[config.mk]
export PLATFORM = sky130hd
export DESIGN_NAME = fetch_sequencer_flat
export DESIGN_NICKNAME = d
export VERILOG_FILES = /design/src/rtl/fetch_sequencer_pkg.sv /design/src/rtl/fetch_sequencer_if.sv /design/src/rtl/fetch_sequencer_wait_timer.sv /design/src/rtl/fetch_sequencer.sv /design/src/flat_wrapper.sv
export SDC_FILE = /design/constraint.sdc
export NUM_CORES = 1
export LEC_CHECK = 0
export ABC_AREA = 1
export CAP_MARGIN = 20
export CORE_ASPECT_RATIO = 1.1
export CORE_MARGIN = 3
export CORE_UTILIZATION = 49
export CTS_CLUSTER_DIAMETER = 80
export CTS_CLUSTER_SIZE = 40
export DETAILED_ROUTE_END_ITERATION = 8
export GPL_ROUTABILITY_DRIVEN = 1
export PLACE_DENSITY_LB_ADDON = 0.15
export SLEW_MARGIN = 10
export SYNTH_ARGS = -nofsm -noshare
export SYNTH_HDL_FRONTEND = slang
export SYNTH_HIERARCHICAL = 1
export SYNTH_SLANG_ARGS = --single-unit
[constraint.sdc]
create_clock -name CLK -period 2.65 [get_ports CLK]
set_input_delay 0.795 -clock CLK [delete_from_list [all_inputs] [get_ports CLK]]
set_output_delay 0.795 -clock CLK [all_outputs]
set_load 0.02 [all_outputs]
[src/rtl/fetch_sequencer_pkg.sv]
// Shared constants and state encoding for the instruction-fetch sequencer.
package fetch_pkg;

    localparam int         FETCH_AW      = 4;
    localparam int         FETCH_DW      = 8;
    localparam int         FETCH_TIMEOUT = 15;
    localparam int         OP_W          = 4;
    localparam logic [3:0] FETCH_HALT_OP = 4'hF;

    typedef enum logic [2:0] {
        S_IDLE = 3'd0,
        S_ADDR = 3'd1,
        S_WAIT = 3'd2,
        S_INC  = 3'd3,
        S_EXEC = 3'd4,
        S_HALT = 3'd5
    } state_t;

endpackage

[src/rtl/fetch_sequencer_if.sv]
// Program-memory read port: sequencer is the master, memory the slave.
interface fetch_sequencer_if #(
    parameter int AW = 4,
    parameter int DW = 8
);
    logic          mem_rd;
    logic [AW-1:0] mem_addr;
    logic [DW-1:0] mem_data;
    logic          mem_ready;

    modport master (output mem_rd, output mem_addr, input mem_data, input mem_ready);
    modport slave  (input mem_rd, input mem_addr, output mem_data, output mem_ready);
endinterface

[src/rtl/fetch_sequencer_wait_timer.sv]
// Read-wait counter: synchronous clear, count enable, saturating, terminal-count flag.
module wait_timer #(
    parameter int TIMEOUT = 15
) (
    input  logic CLK,
    input  logic CLRn,
    input  logic clr,
    input  logic en,
    output logic tc
);
    localparam int            CW     = $clog2(TIMEOUT + 1);
    localparam logic [CW-1:0] TC_VAL = CW'(TIMEOUT - 1);
    localparam logic [CW-1:0] SAT    = CW'(TIMEOUT);

    logic [CW-1:0] count;

    always_ff @(posedge CLK or negedge CLRn) begin
        if (!CLRn) begin
            count <= '0;
        end else if (clr) begin
            count <= '0;
        end else if (en && (count != SAT)) begin
            count <= count + 1'b1;
        end
    end

    assign tc = (count == TC_VAL);
endmodule

[src/rtl/fetch_sequencer.sv]
// Instruction-fetch controller: reads program memory at pc_q, loads IR, pulses IPC,
// and holds IR until the execution unit reports done.
//   state  | meaning
//   S_IDLE | waiting for run
//   S_ADDR | latch pc_q as address, start read
//   S_WAIT | read outstanding, timeout running
//   S_INC  | IR loaded; IPC high unless HALT opcode
//   S_EXEC | IR held until ex_done
//   S_HALT | stopped; only CLRn leaves
module fetch_sequencer
    import fetch_pkg::*;
#(
    parameter int              AW      = FETCH_AW,
    parameter int              DW      = FETCH_DW,
    parameter logic [OP_W-1:0] HALT_OP = FETCH_HALT_OP,
    parameter int              TIMEOUT = FETCH_TIMEOUT
) (
    input  logic                 CLK,
    input  logic                 CLRn,
    input  logic                 run,
    input  logic [AW-1:0]        pc_q,
    output logic                 IPC,
    fetch_sequencer_if.master    mem,
    output logic [DW-1:0]        ir_q,
    output logic                 ir_valid,
    input  logic                 ex_done,
    output logic                 halted,
    output logic                 bus_err
);
    state_t state;
    logic   wait_clr;
    logic   wait_en;
    logic   wait_tc;
    logic   op_halt;

    assign op_halt  = (ir_q[DW-1 -: OP_W] == HALT_OP);
    assign wait_clr = (state == S_ADDR);
    assign wait_en  = (state == S_WAIT) && !mem.mem_ready;

    wait_timer #(.TIMEOUT(TIMEOUT)) u_wait_timer (
        .CLK  (CLK),
        .CLRn (CLRn),
        .clr  (wait_clr),
        .en   (wait_en),
        .tc   (wait_tc)
    );

    always_ff @(posedge CLK or negedge CLRn) begin
        if (!CLRn) begin
            state        <= S_IDLE;
            IPC          <= 1'b0;
            mem.mem_rd   <= 1'b0;
            mem.mem_addr <= '0;
            ir_q         <= '0;
            ir_valid     <= 1'b0;
            halted       <= 1'b0;
            bus_err      <= 1'b0;
        end else begin
            IPC <= 1'b0;
            case (state)
                S_IDLE: if (run) state <= S_ADDR;
                S_ADDR: begin
                    mem.mem_addr <= pc_q;
                    mem.mem_rd   <= 1'b1;
                    state        <= S_WAIT;
                end
                S_WAIT: begin
                    if (mem.mem_ready) begin
                        // IPC is set on the way into S_INC so it covers exactly that cycle
                        ir_q       <= mem.mem_data;
                        mem.mem_rd <= 1'b0;
                        ir_valid   <= 1'b1;
                        IPC        <= (mem.mem_data[DW-1 -: OP_W] != HALT_OP);
                        state      <= S_INC;
                    end else if (wait_tc) begin
                        bus_err    <= 1'b1;
                        halted     <= 1'b1;
                        mem.mem_rd <= 1'b0;
                        state      <= S_HALT;
                    end
                end
                S_INC: begin
                    if (op_halt) begin
                        halted <= 1'b1;
                        state  <= S_HALT;
                    end else begin
                        state  <= S_EXEC;
                    end
                end
                S_EXEC: begin
                    if (ex_done) begin
                        ir_valid <= 1'b0;
                        state    <= S_ADDR;
                    end
                end
                S_HALT: state <= S_HALT;
                default: state <= S_IDLE;
            endcase
        end
    end
endmodule

[src/flat_wrapper.sv]
// flat-port wrapper written by rule: the top's interface ports become plain ports
module fetch_sequencer_flat import fetch_pkg::*;
#(
    parameter int              AW      = FETCH_AW,
    parameter int              DW      = FETCH_DW,
    parameter logic [OP_W-1:0] HALT_OP = FETCH_HALT_OP,
    parameter int              TIMEOUT = FETCH_TIMEOUT
)
  (CLK, CLRn, run, pc_q, IPC, ir_q, ir_valid, ex_done, halted, bus_err, mem_mem_rd, mem_mem_addr, mem_mem_data, mem_mem_ready);
  fetch_sequencer_if #(.AW(AW), .DW(DW)) mem_i ();
  input  logic CLK;
  input  logic CLRn;
  input  logic run;
  input  logic [AW-1:0] pc_q;
  output logic IPC;
  output logic [DW-1:0] ir_q;
  output logic ir_valid;
  input  logic ex_done;
  output logic halted;
  output logic bus_err;
  output wire logic [$bits(mem_i.mem_rd)-1:0] mem_mem_rd;
  output wire logic [$bits(mem_i.mem_addr)-1:0] mem_mem_addr;
  input wire logic [$bits(mem_i.mem_data)-1:0] mem_mem_data;
  input wire logic [$bits(mem_i.mem_ready)-1:0] mem_mem_ready;
  assign mem_mem_rd = mem_i.mem_rd;
  assign mem_mem_addr = mem_i.mem_addr;
  assign mem_i.mem_data = mem_mem_data;
  assign mem_i.mem_ready = mem_mem_ready;
  fetch_sequencer #(.AW(AW), .DW(DW), .HALT_OP(HALT_OP), .TIMEOUT(TIMEOUT)) u_core (.CLK(CLK), .CLRn(CLRn), .run(run), .pc_q(pc_q), .IPC(IPC), .mem(mem_i), .ir_q(ir_q), .ir_valid(ir_valid), .ex_done(ex_done), .halted(halted), .bus_err(bus_err));
endmodule
==> impl_metrics.ini, run 1 <==
[clocking]
clkSinkCount = 24
cts_buffers = 3
clk_latency_ns = 0.30
cts_resized = 0
tritoncts = done
ctsHoldBuffers = 0
h-tree-depth = 1
clockBufferDepth = 2
clockRootBuffer = clkbuf_4
clk_pin_slew_ns = 0.12
postCtsSetupBuffers = 0

[hold_path]
hp-class = register to register

[status]
status = finished, final reports clean

[floorplan]
die_w_um = 51.96
dieArea_um2 = 2939
coreArea_um2 = 2106
dieHeight_um = 56.56
initial_core_util_pct = 54.07
rows = 17
ioPinCount = 34

[synth]
ys_async_sr_fraction_pct = 100.0
synth_nets = 151
ys_seq_elements = 24
syn_area_per_cell_um2 = 8.626
synth_area_um2 = 1139
synth-seq-area-share_pct = 52.75
synth_cell_types = 25
ys.flop_type = dfrtp_1
synth-edff-count = 0
yosys_warnings = 6
synthCells = 132

[timing]
fin_crit_sh_pct = 79.15
rsz0062_at_grt = no
tightest_slew_ns = 0.4200
fin_crit_ns = 2.098
timing.final.hold_violations = 0
finalMaxSlewViolations = 0
fmax_mhz = 476.7
slew_headroom_pct = 72.00
fin_skew_ns = 0.006690
fin_tns_setup_ns = 0
finalSetupViolCount = 0
worst_slack_ns = 0.5524

[final_layout]
drive_above_1_share_pct = 8.383
nets = 188
antenna_cells = 0
layout_commonest_cell = nand2_1
final_cell_mix = nand2_1 (48), clkdlybuf4s50_1 (33), dfrtp_1 (24), nand3_1 (15), inv_1 (11)
area_delta_synth_final_pct = 33.30

[global_route]
track_usage_pct = 20.82
grt_pass1_wl_mm = 4.623
antenna_found_initial = 0
grt_pass1_vias = 1020
grt_max_degree = 25
grt_overflow = 0

[detailed_routing]
final_antenna_net_count = 0
dr.pass1.iters = 4
totalWireLength_mm = 2.468
wl_per_cell_um = 12.66
routed_via_density = 4.964
vias = 968
drc = 0
drt_iter0_drc = 15

[power]
p_int_uw = 870.1
power.density_nw_per_um2 = 994.1
report.power.total_uw = 1509
p_comb_share_pct = 49.1
swShare_pct = 42.33
p_sw_uw = 638.6
pwr-share-seq_pct = 41.1
vdd.ir_drop.worst_uv = 747.3
pwr-share-clk_pct = 9.8
leakagePower_uw = 0.0007717

[critical_path]
cp.arrival_ns = 1.30
worstPathRequired_ns = 1.86
end_kind = output port
max_stage_delay_ns = 0.61
rrSetupSlack_ns = 0.97
path_cells = clkdlybuf4s50_1
critical_path.top_delay_family = buffers and inverters
crit_fanout = 3
path_buf_inv = 1
critPathKind = register to output port
crit_slowest_cell = clkdlybuf4s50_1
start_kind = register

[placement]
io_buffers = 33
dp_slack_ns = 0.6417
dpl.hpwl_mm = 1.916
gp_congestion = 0.7734

[run]
drv_cap = 0
[cell families (layout without fill, tap and decap cells)]
kind of cell,count (synthesis),count (layout),synth area share (%)
buffers and inverters,16,51,6.483
DFF,24,24,52.75
AOI/OAI and AO/OA,10,10,5.604
adders and majority gates,2,2,2.197
and+or+nand+nor,79,79,32.20
xor gates and xnor gates,1,1,0.7694
[worst paths after layout]
path | depth (start not counted) | startpoint | to
setup reg to reg | 7 | u_core/state[0] | u_core/u_wait_timer/count[2]
hold reg to reg | 2 | u_core/bus_err | u_core/bus_err
min in group asynchronous | 2 | CLRn | u_core/ir_q[7]
setup / recovery | 1 | u_core/ir_q[4] | ir_q[4]
max in group asynchronous | 2 | CLRn | u_core/u_wait_timer/count[0]
hold / removal | 2 | u_core/bus_err | u_core/bus_err
[flip-flops by register name, summed over array words and instances, names as in the netlist]
| signal | count |
|---|---|
| u_core/u_wait_timer/count | 4 |
| u_core/state | 3 |
| u_core/ir_valid | 1 |
| u_core/halted | 1 |
| u_core/bus_err | 1 |
| u_core/IPC | 1 |
| u_core/ir_q | 8 |
| u_core/mem.mem_addr | 4 |
| u_core/mem.mem_rd | 1 |
[power by group through the flow]
stage               Sequential, µW  Combinational [µW]  Clock (µW)
finish                         621                 741         147
global route                   641                 824         174
CTS                            620                 749         156
detailed placement             624                 747           0
global placement               616                 721           0
floorplan                      708                 357           0
[layer usage]
metal	global-route usage (%)	routed length (µm)	vias to the layer above
li1	-	-	493
met1	24.78	1023	447
met2	36.27	1300	26
met3	4.509	132	2
met4	6.742	12	0
met5	0	0	-
[synth_stat cells, types with 2 or more instances]
library cell / count / share of area, %
nand2_1: 48 / 16
dfrtp_1: 24 / 53
nand3_1: 15 / 6.6
inv_1: 11 / 3.6
nor2_1: 5 / 1.6
o21ai_0: 4 / 1.8
ha_1: 2 / 2.2
nand2_4: 2 / 2.0
nand3b_1: 2 / 1.3
nand4_1: 2 / 1.1
nor3_1: 2 / 0.88
o21ai_2: 2 / 1.5
[final cells by class]
| cell class | count | area, µm² |
|---|---|---|
| timing repair buffer | 35 | 345.3 |
| clock buffer | 3 | 22.52 |
| tap | 28 | 35.03 |
| inverter | 13 | 50.05 |
| sequential | 24 | 600.6 |
| multi-input combinational | 92 | 464.2 |
| fill | 164 | 588.1 |
[stage by stage]
step                      utilization (%)  area (µm²)  hold WS, ns  cells
after CTS                           72.07        1518       0.4876    195
after global routing                72.07        1518       0.5295    195
final                               72.07        1518       0.4835    195
after detailed placement            71.00        1495       0.4582    192
after global placement              71.00        1495       0.4484    192
after floorplan                         -        1139       0.4994    132
[worst register-to-register path, delay by kind of cell, from the launching register on]
family | cells | cell delay (ns)
buf+inv | 3 | 0.42
simple gates | 4 | 0.55
flops | 1 | 0.61
(Power assumes the default switching activity.)
==> run 2: changes to the inputs <==
--- a/config.mk
+++ b/config.mk
@@ -9,7 +9,7 @@
 export CAP_MARGIN = 20
 export CORE_ASPECT_RATIO = 1.1
 export CORE_MARGIN = 3
-export CORE_UTILIZATION = 49
+export CORE_UTILIZATION = 46
 export CTS_CLUSTER_DIAMETER = 80
 export CTS_CLUSTER_SIZE = 40
 export DETAILED_ROUTE_END_ITERATION = 8
==> constraint.sdc (replaced) <==
create_clock -name CLK -period 2.2 [get_ports CLK]
set_input_delay 0.66 -clock CLK [delete_from_list [all_inputs] [get_ports CLK]]
set_output_delay 0.66 -clock CLK [all_outputs]
set_load 0.02 [all_outputs]
==> impl_metrics.ini, run 2 (synthesis gave the netlist of run 1 again) <==
[critical_path]
critical_path.top_delay_family = buffers and inverters
crit_fanout = 3
start_kind = register
end_kind = output port
cp.arrival_ns = 1.32
path_cells = clkdlybuf4s50_1
worstPathRequired_ns = 1.54
max_stage_delay_ns = 0.62
r2r_cells = 7
path_depth = 1
critPathKind = register to output port
crit_slowest_cell = clkdlybuf4s50_1
path_buf_inv = 1

[final_layout]
ff_latch_area_um2 = 600.6
largest_register = u_core/ir_q
final_cell_mix = nand2_1 (48), clkdlybuf4s50_1 (33), dfrtp_1 (24), nand3_1 (15), inv_1 (11)
antenna_cells = 0
finalInstanceArea_um2 = 1534
nets = 188
multi_input_comb_area_um2 = 464.2
largest_register_ff_count = 8
drive_above_1_share_pct = 8.929
layout_commonest_cell = nand2_1
final_util_pct = 66.78
area_delta_synth_final_pct = 34.73
reg_top3 = u_core/ir_q: 8 flops, u_core/mem.mem_addr: 4 flops, u_core/u_wait_timer/count: 4 flops
n_fill_cell = 198

[global_route]
antenna_found_initial = 0
grt_pass1_vias = 950
grt_pass1_wl_mm = 3.960
grt_overflow = 0
track_usage_pct = 16.98
grt_max_degree = 25

[clocking]
clockRootBuffer = clkbuf_4
clkSinkCount = 24
tritoncts = done
h-tree-depth = 1
cts_buffers = 3
cts_resized = 0
clk_latency_ns = 0.30
ctsHoldBuffers = 0
postCtsSetupBuffers = 0
clockBufferDepth = 2
clk_pin_slew_ns = 0.12

[detailed_routing]
dr.pass1.iters = 4
vias = 966
totalWireLength_mm = 2.225
final_antenna_net_count = 0
drc = 0
drt_iter0_drc = 26
routed_via_density = 4.879
wl_per_cell_um = 11.24

[timing]
finalSetupViolCount = 0
fin_skew_ns = 0.002725
tightest_slew_ns = 0.3855
fin_tns_setup_ns = 0
fin_crit_sh_pct = 89.82
worst_slack_ns = 0.2240
timing.final.hold_violations = 0
fin_crit_ns = 1.976
finalMaxSlewViolations = 0
rsz0062_at_grt = no
fmax_mhz = 506.1
slew_headroom_pct = 74.30

[power]
leakagePower_uw = 0.0007789
vdd.ir_drop.worst_uv = 759.6
power.density_nw_per_um2 = 1201

[floorplan]
initial_core_util_pct = 49.56
coreArea_um2 = 2297
dieArea_um2 = 3109
die_w_um = 53.44
dieHeight_um = 58.18
rows = 18
ioPinCount = 34

[placement]
gp_congestion = 0.8584
io_buffers = 33
placed_area_um2 = 1498
dpl.hpwl_mm = 1.751
dp_slack_ns = 0.3599

[hold_path]
holdPathStages = 1
hp-class = register to register

[status]
status = finished, final reports clean

[run]
drv_cap = 0
-- run 2: report_power, final --
part	switching (µW)	internal, µW	leakage (µW)
sequential	139	599	0.000294
combinational	496	384	0.000464
clock	122	101	0.0000210
-- run 2: area by class of cell --
class / count / area share (%)
Tap cell: 30 / 2.447
Timing Repair Buffer: 35 / 22.51
Inverter: 13 / 3.263
Clock buffer: 4 / 2.365
Sequential cell: 24 / 39.15
Multi-Input combinational cell: 92 / 30.26
-- run 2: metal layers --
layer	vias up	wire length [µm]	GRT usage (%)
li1	493	-	-
met1	446	948	21.27
met2	25	1131	28.20
met3	2	134	3.599
met4	0	10	6.569
met5	-	0	0
-- run 2: worst paths after layout --
| kind | startpoint | endpoint | slack (ns) |
|---|---|---|---|
| setup / recovery | u_core/ir_q[6] | ir_q[6] | 0.22 |
| hold / removal | u_core/halted | u_core/halted | 0.48 |
| setup reg to reg | u_core/state[0] | u_core/u_wait_timer/count[3] | 0.60 |
| hold reg to reg | u_core/halted | u_core/halted | 0.48 |
| max in group asynchronous | CLRn | u_core/u_wait_timer/count[1] | 1.27 |
| min in group asynchronous | CLRn | u_core/mem.mem_addr[1] | 0.70 |
-- run 2: stage by stage --
stage	total power, µW	instances	hold WS [ns]
after global routing	1998	198	0.5183
after CTS	1868	198	0.4891
final	1842	198	0.4843
after floorplan	1283	132	0.3644
after detailed placement	1637	194	0.4563
after global placement	1609	194	0.4481
==> run 3: changes to the inputs <==
--- a/config.mk
+++ b/config.mk
@@ -14,7 +14,7 @@
 export CTS_CLUSTER_SIZE = 40
 export DETAILED_ROUTE_END_ITERATION = 8
 export GPL_ROUTABILITY_DRIVEN = 1
-export PLACE_DENSITY_LB_ADDON = 0.15
+export PLACE_DENSITY = 0.78
 export SLEW_MARGIN = 10
 export SYNTH_ARGS = -nofsm -noshare
 export SYNTH_HDL_FRONTEND = slang
==> impl_metrics.ini, run 3 (synthesis gave the netlist of run 1 again) <==
[timing]
fin_tns_setup_ns = 0
fin_skew_ns = 0.005709
timing.final.hold_violations = 0
fmax_mhz = 502.8
tightest_slew_ns = 0.3939
finalSetupViolCount = 0
slew_headroom_pct = 73.74
finalMaxSlewViolations = 0
fin_crit_ns = 1.989
fin_crit_sh_pct = 90.40
rsz0062_at_grt = no

[clocking]
h-tree-depth = 1
ctsHoldBuffers = 0
cts_resized = 0
tritoncts = done
clockBufferDepth = 2
clk_pin_slew_ns = 0.13
clkSinkCount = 24
postCtsSetupBuffers = 0
clockRootBuffer = clkbuf_4
cts_buffers = 3
clk_latency_ns = 0.32

[final_layout]
largest_register_ff_count = 8
area_delta_synth_final_pct = 34.73
nets = 188
drive_above_1_share_pct = 8.929
layout_commonest_cell = nand2_1
largest_register = u_core/ir_q
final_cell_mix = nand2_1 (48), clkdlybuf4s50_1 (33), dfrtp_1 (24), nand3_1 (15), inv_1 (11)
reg_top3 = u_core/ir_q: 8 flops, u_core/mem.mem_addr: 4 flops, u_core/u_wait_timer/count: 4 flops
antenna_cells = 0
n_fill_cell = 205

[floorplan]
die_w_um = 53.44
rows = 18
dieArea_um2 = 3109
initial_core_util_pct = 49.56
ioPinCount = 34
dieHeight_um = 58.18
coreArea_um2 = 2297

[critical_path]
crit_slowest_cell = clkdlybuf4s50_1
critical_path.top_delay_family = buffers and inverters
path_cells = clkdlybuf4s50_1
critPathKind = register to output port
start_kind = register
max_stage_delay_ns = 0.62
cp.arrival_ns = 1.33
end_kind = output port
path_buf_inv = 1
worstPathRequired_ns = 1.54
crit_fanout = 3

[detailed_routing]
dr.pass1.iters = 5
drt_iter0_drc = 13
drc = 0
wl_per_cell_um = 12.46
final_antenna_net_count = 0
vias = 992
routed_via_density = 5.010
totalWireLength_mm = 2.467

[placement]
dpl.hpwl_mm = 1.867
gp_congestion = 0.7174
io_buffers = 33

[global_route]
grt_pass1_wl_mm = 4.360
track_usage_pct = 19.12
grt_pass1_vias = 1003
grt_overflow = 0
antenna_found_initial = 0
grt_max_degree = 25

[power]
vdd.ir_drop.worst_uv = 806.2
report.power.total_uw = 1869
leakagePower_uw = 0.0007789
power.density_nw_per_um2 = 1218

[status]
status = finished, final reports clean

[run]
drv_cap = 0

[hold_path]
hp-class = register to register
==> run 3: cell counts in the layout (fill, tap and decap cells not counted) <==
No cell type changed its count.
==> run 3: worst paths after layout <==
kind,startpoint,slack [ns],cells after the start,end
worst min-delay path,u_core/bus_err,0.48,2,u_core/bus_err
min in group asynchronous,CLRn,0.68,2,u_core/state[0]
worst max register to register,u_core/state[0],0.56,7,u_core/u_wait_timer/count[3]
worst min register to register,u_core/bus_err,0.48,2,u_core/bus_err
max in group asynchronous,CLRn,1.29,2,u_core/mem.mem_addr[2]
worst max-delay path,u_core/ir_q[4],0.21,1,ir_q[4]
==> run 3: report_power, final <==
group / internal (µW) / switching, µW / leakage [µW]
sequential: 599 / 142 / 0.000294
combinational: 383 / 510 / 0.000464
clock: 101 / 133 / 0.0000210
total: 1080 / 785 / 0.000779
==> run 3: layout make-up <==
type / count / area, µm² / share of cell area [%]
Clock buffer: 4 / 36.28 / 2.365
Inverter: 13 / 50.05 / 3.263
Multi-Input combinational cell: 92 / 464.2 / 30.26
Sequential cell: 24 / 600.6 / 39.15
Tap cell: 30 / 37.54 / 2.447
Timing Repair Buffer: 35 / 345.3 / 22.51
==> run 3: layer usage <==
metal	vias up	share of wire (%)	track usage, %
met2	29	53	30.82
met5	-	0	0
li1	494	-	-
met4	0	1.2	8.759
met1	465	39	23.17
met3	4	6.9	5.656
==> run 3: through the flow <==
stage	cells	area (µm²)	setup WS (ns)	hold WS (ns)	utilization [%]
4_1_cts	198	1534	0.1922	0.4889	66.78
6_report	198	1534	0.2111	0.4799	66.78
5_1_grt	198	1534	0.1478	0.5268	66.78
3_5_place_dp	194	1498	0.3073	0.4573	65.20
3_3_place_gp	194	1498	0.3632	0.4493	65.20
2_1_floorplan	132	1139	0.7134	0.3644	-
